==> config.mk <==
export PLATFORM = sky130hd
export DESIGN_NAME = updown_count_scheduler
export DESIGN_NICKNAME = d
export VERILOG_FILES = /design/src/rtl/updown_count_scheduler.sv
export SDC_FILE = /design/constraint.sdc
export NUM_CORES = 1
export LEC_CHECK = 0
export ABC_AREA = 1
export CAP_MARGIN = 20
export CORE_UTILIZATION = 40
export CTS_BUF_LIST = sky130_fd_sc_hd__clkbuf_8
export DETAILED_ROUTE_END_ITERATION = 10
export GPL_TIMING_DRIVEN = 0
export PLACE_DENSITY = 0.67
export SKIP_CTS_REPAIR_TIMING = 1
export SLEW_MARGIN = 10
export SYNTH_ARGS = -nofsm -noshare
export SYNTH_HDL_FRONTEND = slang
export SYNTH_SLANG_ARGS = --single-unit
==> constraint.sdc <==
create_clock -name clk -period 1.9 [get_ports clk]
set_clock_uncertainty 0.1 [all_clocks]
set_input_delay 0.475 -clock clk [delete_from_list [all_inputs] [get_ports clk]]
set_output_delay 0.475 -clock clk [all_outputs]
set_load 0.1 [all_outputs]
==> src/rtl/updown_count_scheduler.sv <==
// updown_count_scheduler
//
// Shares one mod-(MAX_VAL+1) up/down counter between two requesters.
// Each requester asks for a run of N steps in a chosen direction. The block
// arbitrates round-robin in IDLE, steps the counter once per cycle in RUN,
// and pulses done for one cycle in DONE. The counter value is kept between
// jobs; only reset returns it to 0.
//
// Ports
//   clk         in   rising-edge clock
//   rst         in   synchronous, active-high reset
//   req[1:0]    in   per-requester request
//   req_mode    in   per-requester direction (1 = up, 0 = down), sampled at grant
//   req_steps0  in   requester 0 step count, sampled at grant
//   req_steps1  in   requester 1 step count, sampled at grant
//   grant[1:0]  out  one-hot owner of the counter, 00 when idle
//   owner       out  index of the current or last granted requester
//   busy        out  high while in RUN or DONE
//   done        out  one-cycle completion pulse of a granted job
//   cnt_out     out  counter value, always within 0..MAX_VAL
//   state_dbg   out  current FSM state (IDLE=0, RUN=1, DONE=2)
//
// Handshake: a requester raises req[i] and holds it high until it sees done
// with grant[i] set, or until it chooses to abort. Dropping req[owner] while
// the job is in RUN aborts it on the next edge without a done pulse.
// Requests are sampled only in IDLE; mode and steps only at the grant edge.

module updown_count_scheduler #(
  parameter int unsigned MAX_VAL = 8
) (
  input  logic       clk,
  input  logic       rst,
  input  logic [1:0] req,
  input  logic [1:0] req_mode,
  input  logic [3:0] req_steps0,
  input  logic [3:0] req_steps1,
  output logic [1:0] grant,
  output logic       owner,
  output logic       busy,
  output logic       done,
  output logic [3:0] cnt_out,
  output logic [1:0] state_dbg
);

  localparam logic [3:0] MAX_V = 4'(MAX_VAL);

  typedef enum logic [1:0] {
    S_IDLE = 2'd0,
    S_RUN  = 2'd1,
    S_DONE = 2'd2
  } state_e;

  state_e     state_q, state_d;
  logic [3:0] cnt_q, cnt_d;
  logic [3:0] rem_q, rem_d;
  logic       dir_q, dir_d;
  logic [1:0] grant_q, grant_d;
  logic       owner_q, owner_d;
  logic       busy_q, busy_d;
  logic       done_q, done_d;
  logic       rr_q, rr_d;

  logic       win;
  logic [3:0] win_steps;

  // One wrapping step of the counter in the given direction.
  function automatic logic [3:0] step_cnt(input logic [3:0] c, input logic up);
    logic [3:0] r;
    if (up) r = (c == MAX_V) ? 4'd0 : c + 4'd1;
    else    r = (c == 4'd0)  ? MAX_V : c - 4'd1;
    return r;
  endfunction

  // Winner when arbitrating: a lone requester wins, otherwise rr_q decides.
  always_comb begin
    win = 1'b0;
    if (req == 2'b11) win = rr_q;
    else              win = req[1];
    win_steps = win ? req_steps1 : req_steps0;
  end

  always_comb begin
    state_d = state_q;
    cnt_d   = cnt_q;
    rem_d   = rem_q;
    dir_d   = dir_q;
    grant_d = grant_q;
    owner_d = owner_q;
    busy_d  = busy_q;
    done_d  = 1'b0;
    rr_d    = rr_q;

    unique case (state_q)
      S_IDLE: begin
        if (req != 2'b00) begin
          dir_d   = req_mode[win];
          rem_d   = win_steps;
          grant_d = win ? 2'b10 : 2'b01;
          owner_d = win;
          rr_d    = ~win;
          busy_d  = 1'b1;
          // A zero-step job goes straight to its completion cycle.
          if (win_steps == 4'd0) begin
            state_d = S_DONE;
            done_d  = 1'b1;
          end else begin
            state_d = S_RUN;
          end
        end
      end

      S_RUN: begin
        if (req[owner_q]) begin
          cnt_d = step_cnt(cnt_q, dir_q);
          rem_d = rem_q - 4'd1;
          if (rem_q == 4'd1) begin
            state_d = S_DONE;
            done_d  = 1'b1;
          end
        end else begin
          // Abort: the counter keeps the value already reached.
          state_d = S_IDLE;
          grant_d = 2'b00;
          busy_d  = 1'b0;
          rem_d   = 4'd0;
        end
      end

      S_DONE: begin
        state_d = S_IDLE;
        grant_d = 2'b00;
        busy_d  = 1'b0;
      end

      default: begin
        state_d = S_IDLE;
        grant_d = 2'b00;
        busy_d  = 1'b0;
      end
    endcase
  end

  always_ff @(posedge clk) begin
    if (rst) begin
      state_q <= S_IDLE;
      cnt_q   <= 4'd0;
      rem_q   <= 4'd0;
      dir_q   <= 1'b0;
      grant_q <= 2'b00;
      owner_q <= 1'b0;
      busy_q  <= 1'b0;
      done_q  <= 1'b0;
      rr_q    <= 1'b0;
    end else begin
      state_q <= state_d;
      cnt_q   <= cnt_d;
      rem_q   <= rem_d;
      dir_q   <= dir_d;
      grant_q <= grant_d;
      owner_q <= owner_d;
      busy_q  <= busy_d;
      done_q  <= done_d;
      rr_q    <= rr_d;
    end
  end

  assign grant     = grant_q;
  assign owner     = owner_q;
  assign busy      = busy_q;
  assign done      = done_q;
  assign cnt_out   = cnt_q;
  assign state_dbg = state_q;

endmodule

==> run metrics, run 1 <==
Ys Warns 0; vias in the first global route 923; dominant synthesized flop cell dfxtp_1; number of flops mapped to enable cells by yosys 0; layout cells sized above 1 16.7%; FMAX 0.536 GHz; crit-path leading delay family buffers and inverters; DIE WIDTH 51.6 µm; gpl congestion 0.792; FF+latch area 345 µm²; final core occ 55.1%; first-pass GRT wire length 3.69 mm; DRC violation count after routing 0; CP endpoint kind output port; Vias 1,001; vias per inst 4.96; worst hold endpoint grant[0]$_SDFFE_PP0P_; Final WS setup 0.0343 ns; final total power 1.13 mW; most common cell after layout, fill and taps aside nand2_1; RR Startpoint cnt_out[0]$_SDFFE_PP0P_; clock edge transition at the registers on the reported setup and hold paths 0.07 ns; Clock Power Share 23.7%; dpl ws -0.236 ns; largest net degree at the start of global routing 11; dpl cell area 1250 µm²; CTS Buf Count 3; measured slew at the worst slew-check pin 0.968 ns; startpoint types flop; Switch Pwr 0.467 mW; fin. max-slew vios 0; Seq pwr share 38.3%; register area share after synthesis 34.6%; Slew headroom 35.4%; Leak 0.629 nW; Pint 0.661 mW; H-tree depth 1; area of the multi-input gates 528 µm²; setup_tns 0 ns; Initial Utilization 43.3%; Post-Syn Instances 147; outcome finished clean; final setup violation count 0; worst hold slack 0.360 ns; All-Layer GR Usage 18.1%; type of the worst setup path flop to output port; post-synth cell types 24; fin crit share 98.2%; maximum vdd drop 0.000566 V; I/O Buffers 23; remaining global-route overflow 0; post-route minimum period 1.87 ns; reg2reg path depth 8; initial antenna violation count 0; num rows 17; Routed Wire Length 2.16 mm; Hold/Removal Path Class flop to flop; non-filler instance count after layout 202; Comb pwr share 38.0%; Worst path slowest cell dlymetal6s2s_1; Routed Antenna Nets 0; switching power share of the total 41.4%; TritonRoute pass-1 iters 4; fin nets 193; Antenna diodes 0; DIE AREA 2660 µm²; synthesized area per cell 6.70 µm²; clock root buffer clkbuf_8; Crit path buffers/inverters 1; hold_sp grant[0]$_SDFFE_PP0P_; CTS tree done; 1st-iter DRT viols 15; Critical Path Fanout Max 1; Mapped Nets 165; worst flop-to-flop path endpoint cnt_out[2]$_SDFFE_PP0P_; Layout Cell Area excl Fill 1250 µm²; Placeable Area 2280 µm²; worst-case clock buffer depth 2; RSZ-0062 raised after global routing no; ys async rst share 0%; Max Cap Viol 0; Post-Place Cells 198; crit path cell chain dlymetal6s2s_1; number of I/O pins 25; hold path depth 2; filler cell count 238; largest stage delay on the critical path 0.74 ns; Crit path required time 1.32 ns; CTS sink count 17; DR WL/cell 10.7 µm; Reg2Reg Setup Slack 0.45 ns; DP Wirelength 1.74 mm; synthesis-stage register bit count 17; area grow syn2layout 27.3%; pwr/cell area 900 nW/µm²; commonest non-fill, non-tap cells in the layout nand2_1, inv_1, a21oi_1; Die H 51.6 µm; CP arrival 1.29 ns; Final Hold Violating Endpoints 0; clk_lat worst skew 0.25 ns; Synth Cell Area 985 µm²
synthesized netlist by cell type (all sizes together), types with 2 or more instances:
| library cell | n | area share, % |
|---|---|---|
| a31oi | 2 | 1.3 |
| nand3 | 15 | 7.6 |
| nor2 | 6 | 2.5 |
| nand2 | 36 | 15 |
| ha | 4 | 5.1 |
| dfxtp | 17 | 35 |
| inv | 27 | 10 |
| o21ai | 12 | 6.5 |
| a21oi | 18 | 9.1 |
| xor2 | 2 | 1.8 |
cell families after synthesis:
kind of cell | count (synthesis) | synth area share (%)
xor+xnor | 3 | 2.67
buf+inv | 29 | 11.8
fa+ha+maj | 4 | 5.08
simple gates | 59 | 26.7
flops | 17 | 34.6
compound gates | 35 | 19.2
power groups by stage:
stage	logic [mW]	clock network (mW)	registers [mW]
2_1_floorplan	0.189	0	0.585
3_3_place_gp	0.442	0	0.437
3_5_place_dp	0.448	0	0.439
4_1_cts	0.449	0.271	0.432
5_1_grt	0.472	0.292	0.438
6_report	0.429	0.267	0.432
worst max path at each step:
| stage | startpoint | to | slack [ns] | cells after the start |
|---|---|---|---|---|
| 6_report | done$_SDFF_PP0_ | done | 0.03 | 1 |
| 5_1_grt | done$_SDFF_PP0_ | done | 0.005 | 1 |
| 4_1_cts | owner$_SDFFE_PP0P_ | owner | -0.52 | 1 |
| 3_5_place_dp | owner$_SDFFE_PP0P_ | owner | -0.24 | 1 |
| 3_3_place_gp | owner$_SDFFE_PP0P_ | owner | -0.23 | 1 |
| 2_1_floorplan | state_dbg[1]$_SDFFE_PP0P_ | rem_q[1]$_SDFFE_PP0P_ | 0.01 | 9 |
registers in the layout (all words and copies together) (netlist names):
name,flops
cnt_out,4
owner,1
state_dbg,2
rem_q,4
grant,2
rr_q,1
busy,1
done,1
dir_q,1
final cells by class:
type	instances	area share, %
multi-input cells	101	42.1
flip-flops and latches	17	27.5
repair buffers	23	14.6
inverters	27	8.08
clock buffers	3	3.29
well taps	28	2.79
plain buffers	2	1.20
clock inverters	1	0.399
metal layers:
layer	part of all wire, %	track usage, %
met1	45	20.9
met2	51	33.5
met3	4.3	2.92
met4	0.37	5.86
met5	0	0
(Power assumes the default switching activity.)
==> inputs of run 2 (changes only) <==
- PLACE_DENSITY: 0.67 -> 0.7
==> run metrics, run 2 (same netlist as run 1, synthesis figures left out) <==
CTS tree done; number of I/O pins 25 (unchanged); fin nets 193 (unchanged); Worst path slowest cell dlymetal6s2s_1; initial antenna violation count 0 (unchanged); Hold/Removal Path Class flop to flop; CP endpoint kind output port; Crit path buffers/inverters 1 (unchanged); FMAX 0.535 GHz (-0.13%); remaining global-route overflow 0 (unchanged); vias in the first global route 901 (-2.4%); DIE WIDTH 51.6 µm (unchanged); dpl ws -0.242 ns (-0.00602 ns); first-pass GRT wire length 3.59 mm (-2.6%); CTS Buf Count 3 (unchanged); most common cell after layout, fill and taps aside nand2_1; RSZ-0062 raised after global routing no; CTS sink count 17 (unchanged); outcome finished clean; hold path depth 2 (unchanged); fin crit share 98.3% (+0.13 points); crit path cell chain dlymetal6s2s_1; Crit path required time 1.32 ns (about the same); worst-case clock buffer depth 2 (unchanged); DIE AREA 2660 µm² (unchanged); Antenna diodes 0 (unchanged); CP arrival 1.29 ns (about the same); 1st-iter DRT viols 20 (+5); Routed Wire Length 2.17 mm (+0.37%); clock root buffer clkbuf_8; largest net degree at the start of global routing 11 (unchanged); num rows 17 (unchanged); maximum vdd drop 0.000484 V (-14%); clk_lat worst skew 0.25 ns (about the same); critical path depth 1 (unchanged); I/O Buffers 23 (unchanged); DR WL/cell 10.8 µm (+0.37%); Placeable Area 2280 µm² (unchanged); largest stage delay on the critical path 0.73 ns (about the same); setup_tns 0 ns (unchanged); Die H 51.6 µm (unchanged); worst hold slack 0.367 ns (+0.00665 ns); pwr/cell area 897 nW/µm² (-0.31%); clock edge transition at the registers on the reported setup and hold paths 0.07 ns (about the same); startpoint types flop; Initial Utilization 43.3% (unchanged); gpl congestion 0.711 (-10%); type of the worst setup path flop to output port; Vias 998 (-0.30%); reg2reg path depth 8 (unchanged); Max Cap Viol 0 (unchanged); Leak 0.629 nW (unchanged); H-tree depth 1 (unchanged); commonest non-fill, non-tap cells in the layout nand2_1, inv_1, a21oi_1; All-Layer GR Usage 17.7% (-0.43 points); layout cells sized above 1 16.7% (unchanged); fin. max-slew vios 0 (unchanged); Final WS setup 0.0319 ns (-0.00241 ns); final setup violation count 0 (unchanged); DP Wirelength 1.79 mm (+2.8%); crit-path leading delay family buffers and inverters; vias per inst 4.94 (-0.30%); measured slew at the worst slew-check pin 0.962 ns (-0.00597 ns); Critical Path Fanout Max 1 (unchanged); filler cell count 227 (-4.6%); Final Hold Violating Endpoints 0 (unchanged); TritonRoute pass-1 iters 4 (unchanged); Routed Antenna Nets 0 (unchanged); post-route minimum period 1.87 ns (+0.00241 ns); Slew headroom 35.8% (+0.40 points); DRC violation count after routing 0 (unchanged); area grow syn2layout 27.3% (unchanged)
run 2: path summary, 6_finish.rpt:
check	from	end	slack (ns)
hold reg to reg	grant[1]$_SDFFE_PP0P_	grant[1]$_SDFFE_PP0P_	0.37
hold / removal	grant[1]$_SDFFE_PP0P_	grant[1]$_SDFFE_PP0P_	0.37
setup / recovery	done$_SDFF_PP0_	done	0.03
setup reg to reg	cnt_out[0]$_SDFFE_PP0P_	cnt_out[2]$_SDFFE_PP0P_	0.48
run 2: layout make-up:
class	instances	area (µm²)	area share (%)
buffer	2	15.0	1.20
multi-input combinational	101	528	42.1
timing repair buffer	23	183	14.6
inverter	27	101	8.08
clock buffer	3	41.3	3.29
sequential	17	345	27.5
clock inverter	1	5.00	0.399
tap	28	35.0	2.79
run 2: per-stage QoR:
stage	cells	util [%]	cell area (µm²)	total power, mW
global route	202	55.1	1250	1.19
CTS	202	57.2	1300	1.16
global placement	198	55.1	1250	0.879
finish	202	55.1	1250	1.12
floorplan	147	-	990	0.774
detailed placement	198	55.1	1250	0.889
run 2: routing by layer:
metal  vias up  GRT usage (%)  wire [µm]
met5         -              0          0
met4         0           8.11         23
met3         4           1.75         85
met2        25           32.0       1100
met1       443           20.7        962
li1        526              -          -
run 2: power breakdown:
group	total (mW)	leakage [nW]	switching [mW]	internal, mW
registers	0.431	0.142	0.0334	0.398
logic	0.429	0.462	0.311	0.118
clock network	0.264	0.0255	0.119	0.145
total	1.12	0.629	0.463	0.661
==> inputs of run 3 (changes only) <==
==> constraint.sdc (replaced) <==
create_clock -name clk -period 1.9 [get_ports clk]
set_clock_uncertainty 0.1 [all_clocks]
set_input_delay 0.19 -clock clk [delete_from_list [all_inputs] [get_ports clk]]
set_output_delay 0.19 -clock clk [all_outputs]
set_load 0.1 [all_outputs]
==> run metrics, run 3 (same netlist as run 1, synthesis figures left out) <==
CTS sink count 17 (unchanged); crit-path leading delay family buffers and inverters; first-pass GRT wire length 3.59 mm (unchanged); Routed Antenna Nets 0 (unchanged); H-tree depth 1 (unchanged); area grow syn2layout 34.9%; CTS Buf Count 3 (unchanged); number of I/O pins 25 (unchanged); Initial Utilization 43.3% (unchanged); initial antenna violation count 0 (unchanged); vias per inst 4.95 (+0.20%); crit path cell chain dlymetal6s2s_1; Max Cap Viol 0 (unchanged); commonest non-fill, non-tap cells in the layout nand2_1, inv_1, a21oi_1; fin crit share 90.7% (-7.6 points); clk_lat worst skew 0.25 ns (about the same); Final Hold Violating Endpoints 0 (unchanged); Antenna diodes 0 (unchanged); most common cell after layout, fill and taps aside nand2_1; post-route minimum period 1.72 ns (-0.145 ns); CP endpoint kind output port; maximum vdd drop 0.000503 V (+3.9%); DP Wirelength 1.79 mm (unchanged); layout cells sized above 1 10.9% (-5.7 points); worst hold slack 0.230 ns (-0.136 ns); DIE AREA 2660 µm² (unchanged); 1st-iter DRT viols 20 (unchanged); Hold/Removal Path Class input port to flop; FMAX 0.580 GHz (+8.4%); clock root buffer clkbuf_8; remaining global-route overflow 0 (unchanged); Crit path buffers/inverters 1 (unchanged); outcome finished clean; fin. max-slew vios 0 (unchanged); final setup violation count 0 (unchanged); num rows 17 (unchanged); Die H 51.6 µm (unchanged); Slew headroom 34.3% (-1.4 points); largest stage delay on the critical path 0.77 ns (+0.04 ns); CTS tree done; clock edge transition at the registers on the reported setup and hold paths 0.07 ns (about the same); type of the worst setup path flop to output port; All-Layer GR Usage 17.7% (unchanged); setup_tns 0 ns (unchanged); vias in the first global route 901 (unchanged); Vias 1,000 (+0.20%); DRC violation count after routing 0 (unchanged); Worst path slowest cell dlymetal6s2s_1; CP arrival 1.43 ns (+0.14 ns); filler cell count 212 (-6.6%); Placeable Area 2280 µm² (unchanged); DR WL/cell 10.8 µm (+0.64%); Leak 0.781 nW (+24%); final core occ 58.4% (+3.3 points); Crit path required time 1.61 ns (+0.29 ns); fin nets 193 (unchanged); TritonRoute pass-1 iters 4 (unchanged); DIE WIDTH 51.6 µm (unchanged); non-filler instance count after layout 202 (unchanged); Routed Wire Length 2.19 mm (+0.64%); gpl congestion 0.711 (unchanged); measured slew at the worst slew-check pin 0.983 ns (+0.0214 ns); Post-Place Cells 198 (unchanged); worst-case clock buffer depth 2 (unchanged); largest net degree at the start of global routing 11 (unchanged); Critical Path Fanout Max 4 (+3); startpoint types flop; RSZ-0062 raised after global routing no; pwr/cell area 860 nW/µm² (-4.2%); I/O Buffers 23 (unchanged)
## run 3: per-stage QoR
stage          worst slack (ns)  power [mW]  cell area (µm²)
2_1_floorplan            0.0123       0.774              990
3_3_place_gp             0.0574       0.879             1250
3_5_place_dp             0.0428       0.889             1250
4_1_cts                  -0.237        1.16             1300
5_1_grt                   0.145        1.20             1330
6_report                  0.177        1.14             1330
## run 3: final timing paths
| path | start | end | slack, ns | depth (start not counted) |
|---|---|---|---|---|
| max | owner$_SDFFE_PP0P_ | owner | 0.18 | 1 |
| min | req[1] | grant[0]$_SDFFE_PP0P_ | 0.23 | 4 |
| min reg2reg | busy$_SDFFE_PP0P_ | busy$_SDFFE_PP0P_ | 0.36 | 2 |
| max reg2reg | cnt_out[0]$_SDFFE_PP0P_ | cnt_out[2]$_SDFFE_PP0P_ | 0.48 | 8 |
## run 3: layout make-up
| cell class | count | area (µm²) | share of cell area, % |
|---|---|---|---|
| buffer | 2 | 15.0 | 1.13 |
| clock buffer | 3 | 41.3 | 3.11 |
| clock inverter | 1 | 5.00 | 0.377 |
| inverter | 27 | 101 | 7.63 |
| multi-input combinational | 101 | 528 | 39.7 |
| sequential | 17 | 345 | 26.0 |
| tap | 28 | 35.0 | 2.64 |
| timing repair buffer | 23 | 258 | 19.4 |
## run 3: power breakdown
group	internal (mW)	total [mW]	switching, mW	leakage, nW
clock	0.145	0.264	0.119	0.0255
sequential	0.398	0.430	0.0326	0.142
combinational	0.136	0.447	0.311	0.614
## run 3: routing by layer
layer  vias to the layer above  track usage, %  wire [µm]
li1                        525               -          -
met1                       446            20.7        956
met2                        25            32.0       1120
met3                         4            1.75         84
met4                         0            8.11         23
met5                         -               0          0
